File: config.mk
export PLATFORM = sky130hd
export DESIGN_NAME = pipeline_hazard_unit
export DESIGN_NICKNAME = d
export VERILOG_FILES = /design/src/rtl/pipeline_hazard_unit_pkg.sv /design/src/rtl/pipeline_hazard_unit_src_cmp.sv /design/src/rtl/pipeline_hazard_unit.sv
export SDC_FILE = /design/constraint.sdc
export NUM_CORES = 1
export LEC_CHECK = 0
export ABC_AREA = 1
export CORE_MARGIN = 2
export CORE_UTILIZATION = 52
export CTS_CLUSTER_SIZE = 24
export DETAILED_ROUTE_END_ITERATION = 6
export GPL_TIMING_DRIVEN = 0
export MAX_ROUTING_LAYER = met4
export PLACE_DENSITY = 0.95
export SYNTH_ARGS = -nofsm -noshare
export SYNTH_HDL_FRONTEND = slang
export SYNTH_HIERARCHICAL = 1
export SYNTH_SLANG_ARGS = --single-unit
File: constraint.sdc
create_clock -name clk -period 4.8 [get_ports clk]
set_input_delay 0.96 -clock clk [delete_from_list [all_inputs] [get_ports clk]]
set_output_delay 0.96 -clock clk [all_outputs]
set_load 0.1 [all_outputs]
File: src/rtl/pipeline_hazard_unit_pkg.sv
// pipeline_hazard_unit_pkg: forward codes, FSM encoding and field widths shared by the hazard unit.
package pipeline_hazard_unit_pkg;
   localparam int FWD_W = 2;
   localparam int CNT_W = 4;
   localparam logic [FWD_W-1:0] FWD_REG      = 2'd0;
   localparam logic [FWD_W-1:0] FWD_EXE      = 2'd1;
   localparam logic [FWD_W-1:0] FWD_MEM_ALU  = 2'd2;
   localparam logic [FWD_W-1:0] FWD_MEM_LOAD = 2'd3;
   typedef enum logic {ST_RUN = 1'b0, ST_MEM_WAIT = 1'b1} state_t;
   // A load still in EXE has no data yet, so an EXE match on a load selects the regfile
   function automatic logic [FWD_W-1:0] fwd_sel(input logic m_exe, ld_exe, m_mem, ld_mem);
      return m_exe ? (ld_exe ? FWD_REG : FWD_EXE) : m_mem ? (ld_mem ? FWD_MEM_LOAD : FWD_MEM_ALU) : FWD_REG;
   endfunction
endpackage

File: src/rtl/pipeline_hazard_unit_src_cmp.sv
// hazard_src_cmp: compares one ID source register against the EXE and MEM destination trackers.
module hazard_src_cmp
   import pipeline_hazard_unit_pkg::*;
#(
   parameter int ADDR_W = 5
) (
   input  logic [ADDR_W-1:0] addr,
   input  logic              used,
   input  logic              exe_v,
   input  logic              exe_wen,
   input  logic [ADDR_W-1:0] exe_waddr,
   input  logic              mem_v,
   input  logic              mem_wen,
   input  logic [ADDR_W-1:0] mem_waddr,
   input  logic              mem_load,
   output logic              match_exe,
   output logic              match_mem,
   output logic              mem_is_load
);
   logic live;
   assign live = used && addr != '0;
   assign match_exe = live && exe_v && exe_wen && exe_waddr == addr;
   assign match_mem = live && mem_v && mem_wen && mem_waddr == addr;
   assign mem_is_load = match_mem && mem_load;
endmodule

File: src/rtl/pipeline_hazard_unit.sv
// pipeline_hazard_unit: stall/flush/forward control for a 5-stage MIPS pipeline with multi-cycle loads.
// Define HAZARD_STATS_EN to add saturating stall/flush/wait event counters.
module pipeline_hazard_unit
   import pipeline_hazard_unit_pkg::*;
#(
   parameter int ADDR_W     = 5,
   parameter int LOAD_LAT   = 1,
   parameter int DELAY_SLOT = 0
) (
   input  logic              clk,
   input  logic              rst,
   input  logic              cpu_en,
   input  logic              id_valid,
   input  logic [ADDR_W-1:0] id_rs_addr,
   input  logic [ADDR_W-1:0] id_rt_addr,
   input  logic              id_rs_used,
   input  logic              id_rt_used,
   input  logic              id_wen,
   input  logic [ADDR_W-1:0] id_waddr,
   input  logic              id_is_load,
   input  logic              id_is_store,
   input  logic              id_is_branch,
   input  logic              branch_taken,
   output logic              if_en,
   output logic              id_en,
   output logic              exe_en,
   output logic              mem_en,
   output logic              wb_en,
   output logic              if_rst,
   output logic              id_rst,
   output logic              exe_rst,
   output logic              mem_rst,
   output logic              wb_rst,
   output logic [FWD_W-1:0]  fwd_rs,
   output logic [FWD_W-1:0]  fwd_rt,
   output logic              fwd_mem
`ifdef HAZARD_STATS_EN
   ,
   output logic [31:0]       stall_cycles,
   output logic [31:0]       flush_count,
   output logic [31:0]       wait_cycles
`endif
);
   state_t            state;
   logic [CNT_W-1:0]  cnt;
   logic              exe_v, exe_wen, exe_load, mem_v, mem_wen, mem_load;
   logic [ADDR_W-1:0] exe_waddr, mem_waddr;
   logic              rs_exe, rs_mem, rs_mem_ld, rt_exe, rt_mem, rt_mem_ld;
   logic              waiting, stall, flush, take;
   logic [4:0]        en, clr;

   hazard_src_cmp #(.ADDR_W(ADDR_W)) u_rs (
      .addr(id_rs_addr), .used(id_rs_used),
      .exe_v(exe_v), .exe_wen(exe_wen), .exe_waddr(exe_waddr),
      .mem_v(mem_v), .mem_wen(mem_wen), .mem_waddr(mem_waddr), .mem_load(mem_load),
      .match_exe(rs_exe), .match_mem(rs_mem), .mem_is_load(rs_mem_ld)
   );

   hazard_src_cmp #(.ADDR_W(ADDR_W)) u_rt (
      .addr(id_rt_addr), .used(id_rt_used),
      .exe_v(exe_v), .exe_wen(exe_wen), .exe_waddr(exe_waddr),
      .mem_v(mem_v), .mem_wen(mem_wen), .mem_waddr(mem_waddr), .mem_load(mem_load),
      .match_exe(rt_exe), .match_mem(rt_mem), .mem_is_load(rt_mem_ld)
   );

   assign waiting = state == ST_MEM_WAIT;
   // Store data on rt can be picked up from MEM/WB one cycle later, so that case never stalls
   assign stall = id_is_branch ? (rs_exe || rs_mem || rt_exe || rt_mem)
                               : exe_load && (rs_exe || (rt_exe && !id_is_store));
   assign flush = branch_taken && !stall && DELAY_SLOT == 0;
   assign take = id_valid && !stall;

   assign en  = (rst || !cpu_en) ? 5'b00000 : waiting ? 5'b00001 : stall ? 5'b00111 : 5'b11111;
   assign clr = rst ? 5'b11111 : !cpu_en ? 5'b00000 : waiting ? 5'b00001 :
                stall ? 5'b00100 : flush ? 5'b01000 : 5'b00000;
   assign {if_en, id_en, exe_en, mem_en, wb_en} = en;
   assign {if_rst, id_rst, exe_rst, mem_rst, wb_rst} = clr;

   assign fwd_rs  = (rst || id_is_branch) ? FWD_REG : fwd_sel(rs_exe, exe_load, rs_mem, rs_mem_ld);
   assign fwd_rt  = (rst || id_is_branch) ? FWD_REG : fwd_sel(rt_exe, exe_load, rt_mem, rt_mem_ld);
   assign fwd_mem = !rst && !id_is_branch && id_is_store && rt_exe && exe_load && !rs_exe;

   always_ff @(posedge clk) begin
      if (rst) begin
         state     <= ST_RUN;
         cnt       <= '0;
         {exe_v, exe_wen, exe_load, mem_v, mem_wen, mem_load} <= '0;
         exe_waddr <= '0;
         mem_waddr <= '0;
      end else if (cpu_en) begin
         if (waiting) begin
            if (cnt == '0) state <= ST_RUN;
            else cnt <= cnt - 1'b1;
         end else begin
            {mem_v, mem_wen, mem_load} <= {exe_v, exe_wen, exe_load};
            mem_waddr <= exe_waddr;
            exe_v     <= take;
            exe_wen   <= take && id_wen;
            exe_load  <= take && id_is_load;
            exe_waddr <= take ? id_waddr : '0;
            if (mem_v && mem_load && LOAD_LAT > 1) begin
               state <= ST_MEM_WAIT;
               cnt   <= CNT_W'(LOAD_LAT - 2);
            end
         end
      end
   end

`ifdef HAZARD_STATS_EN
   always_ff @(posedge clk) begin
      if (rst) begin
         stall_cycles <= '0;
         flush_count  <= '0;
         wait_cycles  <= '0;
      end else if (cpu_en) begin
         if (!waiting && stall && stall_cycles != '1) stall_cycles <= stall_cycles + 1'b1;
         if (!waiting && flush && flush_count != '1) flush_count <= flush_count + 1'b1;
         if (waiting && wait_cycles != '1) wait_cycles <= wait_cycles + 1'b1;
      end
   end
`endif
endmodule

==> impl_metrics.csv, run 1 <==
group,metric,value,unit
clock_tree,post_cts.repair.setup_buffers,0,
drt,vias,1584,
sta,min_period_over_period,0.965,
setup_path,worstPathCellList,"clkdlybuf4s50_1 > inv_1 > nand2_1 > nand2_1 > a21oi_1 > nand3_1 > nor2_1 > inv_1 > nor4_2 > clkdlybuf4s50_1",
power,power.switching,0.137,mW
sta,finalCriticalPeriod,4.63,ns
clock_tree,cts_sinks,21,
clock_tree,cts_tree,"yes",
placed_design,place_area,1950,sq um
setup_path,crit_family,"buffers and inverters",
drt,drt-total-wl,3510,microns
sta,worst_slack,0.167,ns
drt,postRouteAntennaNets,0,
grt,antenna_found_initial,0,
setup_path,worstPathArrival,3.67,ns
grt,grt_max_degree,12,
grt,grt_pass1_vias,1392,
sta,setup-violations-final,0,
clock_tree,ctsHoldBuffers,0,
job,max-cap-violations,0,
drt,drtIter0Drc,72,
floorplanning,fp.dieArea,3330,sq um
clock_tree,cts_resized,1,
placed_design,place_congestion,0.864,
logic_synthesis,netlist_instances,239,
final_layout,layout-drive-gt1-share,0.170,
power,powerDensity,200,nW/um^2
setup_path,required,3.84,ns
placed_design,place.port_buffers,40,
power,peakVddDrop,162,uV
grt,track_usage,0.224,
setup_path,startpoint,"id_rt_addr[1]",
setup_path,reg2reg_from,"exe_waddr[3]",
sta,slew_headroom,0.353,
placed_design,hpwl,2670,microns
logic_synthesis,synth_adder_area_share,0.00834,
drt,viasPerCell,5.04,
sta,whs,0.475,ns
setup_path,r2r_slack,2.86,ns
setup_path,worstSetupPathType,"in2out",
setup_path,crit_path_start_kind,"primary input",
hold_path,hold_start,"cnt[0]",
clock_tree,clk_pin_slew,0.11,ns
setup_path,critPathBufInv,4,
power,intPower,0.259,mW
drt,post_drt_wl_per_cell,11.2,microns
floorplanning,die_x,57.7,microns
final_layout,finalNonFillerCells,314,
power,p_clk_frac,0.222,
sta,rsz0062_at_grt,"false",
placed_design,dp_worst_setup_slack,-0.0938,ns
logic_synthesis,synth_cell_type_count,29,
setup_path,r2r-end,"exe_v",
floorplanning,die_h,57.7,microns
hold_path,min_path_type,"reg2reg",
final_layout,diodes,0,
floorplanning,rows,19,
final_layout,area_growth,31.9,%
sta,hold_violations,0,
floorplanning,core,2760,sq um
logic_synthesis,syn_nets,266,
logic_synthesis,synth_top_family_by_area,"simple AND/OR/NAND/NOR gates",
status,status,"complete, no violations",
clock_tree,htree_levels,1,
final_layout,final_core_util,0.718,
grt,grt_pass1_wl,5670,microns
sta,fin_skew,0.00138,ns
final_layout,layout_commonest_cell,"nand2_1",
final_layout,fin_nets,311,
placed_design,dpl.cell_count,310,
drt,drc,0,
setup_path,max_stage_delay,1.16,ns
setup_path,cp_slowest_cell,"clkdlybuf4s50_1",
power,combPwrFrac,0.302,
final_layout,design_area,1980,sq um
setup_path,r2r_cells,13,
power,p_sw_frac,0.346,
final_layout,nFillCells,199,
power,power_frac_seq,0.476,
grt,overflow,0,
drt,first_pass_iters,4,
clock_tree,cts_buffers,3,
clock_tree,clk_latency,0.32,ns
logic_synthesis,synth_compound_area_frac,0.146,
sta,tns,0,ns
floorplanning,initial_core_util,0.544,
logic_synthesis,synth-seq-cells,21,
final_layout,final_cell_mix,"nand2_1, nor2_1, clkdlybuf4s50_1, inv_1, dfxtp_1",
sta,slew_viol_final,0,
clock_tree,cts-root-buf,"clkbuf_4",
logic_synthesis,yosys.area_share.simple,0.389,
floorplanning,io_pins,41,
setup_path,crit_end,"fwd_mem",
logic_synthesis,synth_xor_area_frac,0.0234,
logic_synthesis,ys_seq_area_frac,0.280,
sta,worst_pin_slew,0.968,ns
sta,max_freq,0.216,GHz
logic_synthesis,netlist_area,1500,sq um
setup_path,path_depth,10,
logic_synthesis,syn_area_per_cell,6.28,sq um
setup_path,path_max_fanout,4,
logic_synthesis,yosysWarnings,6,
clock_tree,cts_buffer_depth,2,
power,leakage,0.882,nW
power,finalPower,0.396,mW
logic_synthesis,muxShareOfSynthArea,0,
setup_path,crit_path_end_kind,"primary output",
cell usage after synthesis:
cell      instances  area, sq um
xor2_1            4         35.0
a21oi_2           7         61.3
o21ai_0          13         65.1
nand3_2           5         50.1
nor2_2            4         25.0
a211oi_1          1         7.51
nand2_2          11         68.8
buf_6             1         11.3
buf_8             1         15.0
a21oi_1           8         40.0
clkinv_1          2         7.51
a32o_1            1         10.0
buf_4             4         30.0
dfxtp_1          21          420
inv_4             1         6.26
o21ai_1           3         15.0
nor2_1           39          146
o211ai_1          1         7.51
ha_1              1         12.5
nor3_1            1         5.00
nor2_4            1         11.3
nand2_1          47          176
nor4_1            1         6.26
inv_1            35          131
inv_2             5         18.8
o22ai_1           2         12.5
nand4_1           7         43.8
nand3_1          10         50.1
buf_2             2         10.0
cells by family after synthesis:
group	Yosys count
AND/OR/NAND/NOR	126
XOR/XNOR	4
flip-flops	21
buffers and inverters	51
adder cells (fa/ha/maj)	1
AO/OA/AOI/OAI	36
power by group through the flow:
stage	registers (mW)	clock network [mW]	logic (mW)
after floorplan	0.190	0	0.0797
after global placement	0.192	0	0.117
after detailed placement	0.192	0	0.120
after CTS	0.188	0.0886	0.120
after global routing	0.190	0.0959	0.128
final	0.189	0.0879	0.120
worst min-delay path, stage by stage, from the launching register on:
cell     delay [ns]
dfxtp_1        0.33
nand2_1        0.06
a21oi_1        0.05
worst min path at each step:
| stage | end | slack [ns] | cells after the start |
|---|---|---|---|
| 2_1_floorplan | cnt[0] | 0.45 | 2 |
| 3_3_place_gp | cnt[0] | 0.45 | 2 |
| 3_5_place_dp | cnt[0] | 0.46 | 2 |
| 4_1_cts | cnt[0] | 0.47 | 2 |
| 5_1_grt | cnt[0] | 0.49 | 2 |
| 6_report | cnt[0] | 0.48 | 2 |
final cells by class:
cell class,instances,area (sq um),area share
clock buffers,4,26.3,0.0133
plain buffers,8,66.3,0.0335
well taps,31,38.8,0.0196
multi-input cells,167,861,0.435
inverters,43,164,0.0828
flip-flops and latches,21,420,0.212
repair buffers,40,403,0.204
routing by layer:
layer	track usage	wire, microns
met3	0.0201	151
met2	0.369	1670
met5	-	0
met1	0.276	1630
met4	0.103	60
sequential cells by signal, summed over array words and instances, names as in the netlist:
name,count
mem_load,1
exe_wen,1
mem_v,1
exe_waddr,5
mem_wen,1
exe_load,1
mem_waddr,5
cnt,4
exe_v,1
state,1
(Power assumes the default switching activity.)
==> run 2, diff against run 1 <==
Settings changed: SLEW_MARGIN set to 20.
==> results of run 2 <==
Same layout as run 1: the final DEF is identical, and so are final timing and power.
==> run 3, diff against run 2 <==
Settings changed: CAP_MARGIN set to 25, SLEW_MARGIN 20 to unset.
==> results of run 3 <==
Same layout as run 1: the final DEF is identical, and so are final timing and power.
==> edit 1: new RTL, flow settings as in run 3 <==
`ADDR_W` is set to 5 in 2 places; all go to 6.
--- a/src/rtl/pipeline_hazard_unit_src_cmp.sv
+++ b/src/rtl/pipeline_hazard_unit_src_cmp.sv
@@ -2,7 +2,7 @@
 module hazard_src_cmp
    import pipeline_hazard_unit_pkg::*;
 #(
-   parameter int ADDR_W = 5
+   parameter int ADDR_W = 6
 ) (
    input  logic [ADDR_W-1:0] addr,
    input  logic              used,
--- a/src/rtl/pipeline_hazard_unit.sv
+++ b/src/rtl/pipeline_hazard_unit.sv
@@ -3,7 +3,7 @@
 module pipeline_hazard_unit
    import pipeline_hazard_unit_pkg::*;
 #(
-   parameter int ADDR_W     = 5,
+   parameter int ADDR_W     = 6,
    parameter int LOAD_LAT   = 1,
    parameter int DELAY_SLOT = 0
 ) (
Ports: changed (resized id_rs_addr, id_rt_addr and id_waddr); port bits go from 41 to 44. The function was not compared with the original's and may differ.
==> edit 1 against run 3 <==
Hold slack better by 0.019 ns. Cell count grew 14%. Critical path depth stayed put. Area after synthesis grew 10%. Final area grew 9.5%. Core utilization shrank 0.21 points. Setup slack better by 0.052 ns. Sequential share of layout area hardly changed. Sequential cell count rose by 2. Routed wire length rose by 10%. Highest routed layer unchanged. Die area grew 9.5%. Power rose by 7.1%.
==> edit 1: results (changes against run 3) <==
stage	metric	value	unit	change
status	status	complete, no violations		unchanged
min_path	hold_sp	cnt[0]		unchanged
critical_path	reg2reg start	exe_waddr[0]		was exe_waddr[3]
critical_path	Crit Path Max Fanout	4		unchanged
detailed_routing	TritonRoute pass-1 iters	4		unchanged
critical_path	Largest delay share family, worst path	buffers and inverters		unchanged
global_routing	number of global-route vias before repair	1634		was 1392
global_routing	overall global routing resource usage	24.2	%	was 22.4%
clock_tree	Num CTS Buffers	3		unchanged
timing	Least-Margin Pin Slew	0.979	ns	was 0.968 ns
logic_synthesis	Synth cell types	31		was 29
detailed_routing	WL/cell	10.8	um	was 11.2 um
clock_tree	register clock-pin slew on the reported worst setup and hold paths	0.11	ns	about the same
placed_design	Port Buffers	42		was 40
clock_tree	CTS HTree Levels	1		unchanged
cells_and_area	Fill cells	242		was 199
clock_tree	clock root buffer	clkbuf_4		unchanged
logic_synthesis	synth warn	6		unchanged
logic_synthesis	Top FF cell, synth	dfxtp_1		unchanged
placed_design	HPWL after DPL	3.10	mm	was 2.67 mm
logic_synthesis	Seq/Total Area, Yosys	27.9	%	was 28.0%
global_routing	largest net degree at the start of global routing	13		was 12
min_path	Worst Hold Class	flip-flop to flip-flop		unchanged
detailed_routing	Iteration-0 DRC Markers	83		was 72
clock_tree	Max Root-Sink Buffers	2		unchanged
logic_synthesis	synth top area cells	dfxtp_1 28%, nand2_1 14%, nor2_1 11%, inv_1 8.6%, xor2_1 4.2%		was dfxtp_1 28%, nand2_1 12%, nor2_1 9.8%, inv_1 8.8%, nand2_2 4.6%
clock_tree	Post-CTS Setup Repair Bufs	0		unchanged
placed_design	Place WS	-0.115	ns	was -0.0938 ns
timing	skew final	0.00830	ns	was 0.00138 ns
critical_path	WP data arrival	3.62	ns	was 3.67 ns
cells_and_area	largest registers	exe_waddr (6), mem_waddr (6), cnt (4)		was exe_waddr (5), mem_waddr (5), cnt (4)
critical_path	Worst Setup SP	id_rt_addr[0]		was id_rt_addr[1]
cells_and_area	antenna cell count	0		unchanged
logic_synthesis	Synth Net Count	299		was 266
critical_path	Worst path max stage delay	1.17	ns	
power_and_ir_drop	Worst VDD drop	0.159	mV	was 0.162 mV
logic_synthesis	asr flop ratio synth	0	%	unchanged
cells_and_area	layout cell share with drive strength beyond 1	12.7	%	was 17.0%
clock_tree	later-pin clock latency in the skew report	0.31	ns	
global_routing	initial antenna violation count	0		unchanged
placed_design	GP Congestion	0.826		was 0.864
global_routing	first-pass GRT wire length	6.61	mm	was 5.67 mm
detailed_routing	vias per cell	4.99		was 5.04
logic_synthesis	synth cell count leaders	62 x nand2_1, 50 x nor2_1, 38 x inv_1, 23 x dfxtp_1, 13 x a21oi_1		was 47 x nand2_1, 39 x nor2_1, 35 x inv_1, 21 x dfxtp_1, 13 x o21ai_0
cells_and_area	NumNets Final	346		was 311
critical_path	Worst path slowest cell	clkdlybuf4s50_1		unchanged
power_and_ir_drop	Leak Pwr	0.988	nW	was 0.882 nW
==> edit 1: layout make-up <==
type / instances / share of cell area [%]
clock buffer: 4 / 1.21
multi-input combinational: 189 / 43.7
tap: 44 / 2.54
timing repair buffer: 42 / 19.5
inverter: 47 / 8.14
buffer: 10 / 3.70
sequential: 23 / 21.2
==> edit 1: metal layers <==
layer  vias to the layer above  global-route usage, %  routed length [um]
met5                         -                      -                   0
met4                         0                   7.62                  51
met3                         4                   2.77                 260
met2                        70                   41.5                1780
met1                       798                   29.6                1790
li1                        921                      -                   -
==> edit 1: power breakdown <==
group / internal [mW] / switching, mW
combinational: 0.0508 / 0.0787
sequential: 0.198 / 0.00855
clock: 0.0324 / 0.0556
total: 0.281 / 0.143
==> edit 1: path summary, 6_finish.rpt <==
kind	slack, ns	cells past startpoint	to
min	0.49	2	cnt[0]
min reg2reg	0.49	2	cnt[0]
max	0.22	10	fwd_rt[0]
max reg2reg	2.93	13	exe_v
==> edit 1: cell families after synthesis <==
family | count (synthesis) | synth area share [%]
flops | 23 | 27.9
simple gates | 148 | 40.7
buf+inv | 57 | 15.5
fa+ha+maj | 1 | 0.757
xor+xnor | 8 | 4.24
compound gates | 32 | 11.0
==> edit 1: through the flow <==
stage	instance area, um2	setup TNS [ns]	cells
6_report	2170	0	359
5_1_grt	2170	0	359
4_1_cts	2160	0	359
3_5_place_dp	2140	-0.115	355
3_3_place_gp	2140	-0.0997	355
2_1_floorplan	1660	0	269
==> edit 1: worst register-to-register path, cell delays in order (launching register included) <==
cell	delay [ns]
dfxtp_1	0.44
inv_1	0.07
nand2_1	0.06
nand2_1	0.05
nor3_1	0.15
nand3_1	0.11
nor2_1	0.24
inv_1	0.13
nand2_1	0.12
nand3_4	0.13
nand2_2	0.13
inv_2	0.05
nand2_1	0.07
a21oi_2	0.05
==> edit 1: what timing repair did <==
action / CTS / global route
hold endpoints to repair: 0 / 0
gates resized for setup: 2 / 5
endpoints found under the setup margin: 2 / 4
==> edit 2: new RTL, config.mk and constraints of run 3 <==
Made on the original files. Register the outputs `fwd_rs`, `fwd_rt` and `fwd_mem`, with the module's reset; this adds one clock of latency there. The other outputs are not delayed to match.
--- a/src/rtl/pipeline_hazard_unit.sv
+++ b/src/rtl/pipeline_hazard_unit.sv
@@ -76,9 +76,17 @@
    assign {if_en, id_en, exe_en, mem_en, wb_en} = en;
    assign {if_rst, id_rst, exe_rst, mem_rst, wb_rst} = clr;
 
-   assign fwd_rs  = (rst || id_is_branch) ? FWD_REG : fwd_sel(rs_exe, exe_load, rs_mem, rs_mem_ld);
-   assign fwd_rt  = (rst || id_is_branch) ? FWD_REG : fwd_sel(rt_exe, exe_load, rt_mem, rt_mem_ld);
-   assign fwd_mem = !rst && !id_is_branch && id_is_store && rt_exe && exe_load && !rs_exe;
+   always_ff @(posedge clk) begin
+      if (rst) begin
+         fwd_rs  <= '0;
+         fwd_rt  <= '0;
+         fwd_mem <= '0;
+      end else begin
+         fwd_rs  <= (rst || id_is_branch) ? FWD_REG : fwd_sel(rs_exe, exe_load, rs_mem, rs_mem_ld);
+         fwd_rt  <= (rst || id_is_branch) ? FWD_REG : fwd_sel(rt_exe, exe_load, rt_mem, rt_mem_ld);
+         fwd_mem <= !rst && !id_is_branch && id_is_store && rt_exe && exe_load && !rs_exe;
+      end
+   end
 
    always_ff @(posedge clk) begin
       if (rst) begin
Behaviour: not the same (a bounded check fails within 4 cycles, from zero or initial values and one cycle with rst high).
==> edit 2 against run 3 <==
Area after synthesis up 9.0%. Power is 16% higher. Core utilization decreased by 1.3 points. Register-to-register slack gained 0.06 ns. Routed wire length increased by 8.5%. Setup slack better by 0.029 ns. Non-clock buffer count stayed put. Final area is 7.8% higher. Via count rose by 4.0%. Count of clock-buffer cells in the layout stayed put. Sequential power increased by 22%. Sequential cell count is 5 higher.
==> edit 2: results (changes against run 3) <==
stage	metric	value	unit	change
logic_synthesis	synth top area cells	dfxtp_1 32%, nand2_1 10%, nor2_1 8.5%, inv_1 6.9%, nand2_2 4.2%		was dfxtp_1 28%, nand2_1 12%, nor2_1 9.8%, inv_1 8.8%, nand2_2 4.6%
critical_path	Worst R2R Setup Slack	2.92	ns	was 2.86 ns
logic_synthesis	Synth cell types	30		was 29
placed_design	GP Congestion	0.839		was 0.864
logic_synthesis	synth cell count leaders	44 x nand2_1, 37 x nor2_1, 30 x inv_1, 26 x dfxtp_1, 12 x o21ai_0		was 47 x nand2_1, 39 x nor2_1, 35 x inv_1, 21 x dfxtp_1, 13 x o21ai_0
logic_synthesis	Synth Net Count	267		was 266
global_routing	largest net degree at the start of global routing	15		was 12
critical_path	Worst path slowest cell	clkdlybuf4s15_1		was clkdlybuf4s50_1
placed_design	Area after DPL	2090	um2	was 1950 um2
power_and_ir_drop	Seq pwr share	50.0	%	was 47.6%
global_routing	number of global-route vias before repair	1525		was 1392
critical_path	crit path capture	exe_rst		was fwd_mem
power_and_ir_drop	Leak Pwr	0.927	nW	was 0.882 nW
logic_synthesis	Seq/Total Area, Yosys	31.8	%	was 28.0%
global_routing	first-pass GRT wire length	6.29	mm	was 5.67 mm
critical_path	Crit Path Max Fanout	8		was 4
status	status	complete, no violations		unchanged
timing	skew final	0.00249	ns	was 0.00138 ns
cells_and_area	NumNets Final	312		was 311
power_and_ir_drop	switching share of total power	31.5	%	was 34.6%
timing	Rel. slew slack	35.1	%	was 35.3%
critical_path	reg2reg path depth	13		unchanged
detailed_routing	Iteration-0 DRC Markers	62		was 72
clock_tree	Num CTS Buffers	3		unchanged
placed_design	Place WS	-0.0778	ns	was -0.0938 ns
placed_design	HPWL after DPL	2.98	mm	was 2.67 mm
timing	Final period util	95.9	%	was 96.5%
detailed_routing	Detailed Route WL	3.81	mm	was 3.51 mm
critical_path	Worst Setup SP	id_rs_addr[1]		was id_rt_addr[1]
logic_synthesis	Post-Syn Area per Cell	6.81	um2	was 6.28 um2
cells_and_area	layout cell share with drive strength beyond 1	17.6	%	was 17.0%
placed_design	Cells after DPL	324		was 310
global_routing	overall global routing resource usage	22.9	%	was 22.4%
cells_and_area	Fill cells	247		was 199
clock_tree	register clock-pin slew on the reported worst setup and hold paths	0.14	ns	was 0.11 ns
-- edit 2: cell type report --
type	count	area share [%]
clock buffers	4	1.70
multi-input cells	167	41.9
repair buffers	40	19.1
inverters	39	6.86
plain buffers	8	3.52
flip-flops and latches	26	24.4
well taps	44	2.58
-- edit 2: kinds of logic after synthesis --
group,Yosys count,synth area share [%]
AOI/OAI and AO/OA,34,12.3
buffers and inverters,47,13.5
DFF,26,31.8
and+or+nand+nor,126,38.3
xor gates and xnor gates,6,3.21
adders and majority gates,1,0.765
-- edit 2: how the worst min path moves through the flow --
stage                      start     end  cells past startpoint
after global placement    cnt[0]  cnt[0]                      2
after detailed placement  cnt[3]  cnt[3]                      2
after CTS                 cnt[3]  cnt[3]                      2
after global routing      cnt[3]  cnt[3]                      2
after floorplan           cnt[0]  cnt[0]                      2
final                     cnt[3]  cnt[3]                      2
-- edit 2: critical path: cells and delay by family --
| family | cells | cell delay [ns] |
|---|---|---|
| AND/OR/NAND/NOR | 8 | 0.95 |
| buffers and inverters | 4 | 1.50 |
| AO/OA/AOI/OAI | 2 | 0.25 |
-- edit 2: power groups by stage --
stage	registers, mW	clock network [mW]	logic [mW]
6_report	0.230	0.109	0.121
5_1_grt	0.232	0.116	0.129
4_1_cts	0.230	0.109	0.121
3_5_place_dp	0.235	0	0.120
3_3_place_gp	0.235	0	0.118
2_1_floorplan	0.233	0	0.0795
-- edit 2: metal layers --
metal | track usage (%) | up-vias | part of all wire [%]
met5 | - | - | 0
met2 | 37.4 | 64 | 48
met3 | 1.73 | 4 | 7.1
met4 | 8.25 | 0 | 0.95
met1 | 29.5 | 739 | 44
li1 | - | 841 | -
-- edit 2: timing repair --
| action | 4_1_cts | 5_1_grt |
|---|---|---|
| setup endpoints to repair | 1 | 4 |
| hold buffers | 0 | 0 |
| hold endpoints to repair | 0 | 0 |
| gates resized for setup | 1 | 4 |
-- edit 2: metrics by stage --
step,utilization (%),hold WS (ns),setup TNS (ns),power [mW]
finish,70.5,0.474,0,0.461
global placement,69.0,0.453,-0.0314,0.353
floorplan,-,0.445,0,0.312
detailed placement,69.0,0.458,-0.0778,0.355
global route,70.5,0.526,0,0.477
CTS,70.2,0.477,0,0.460
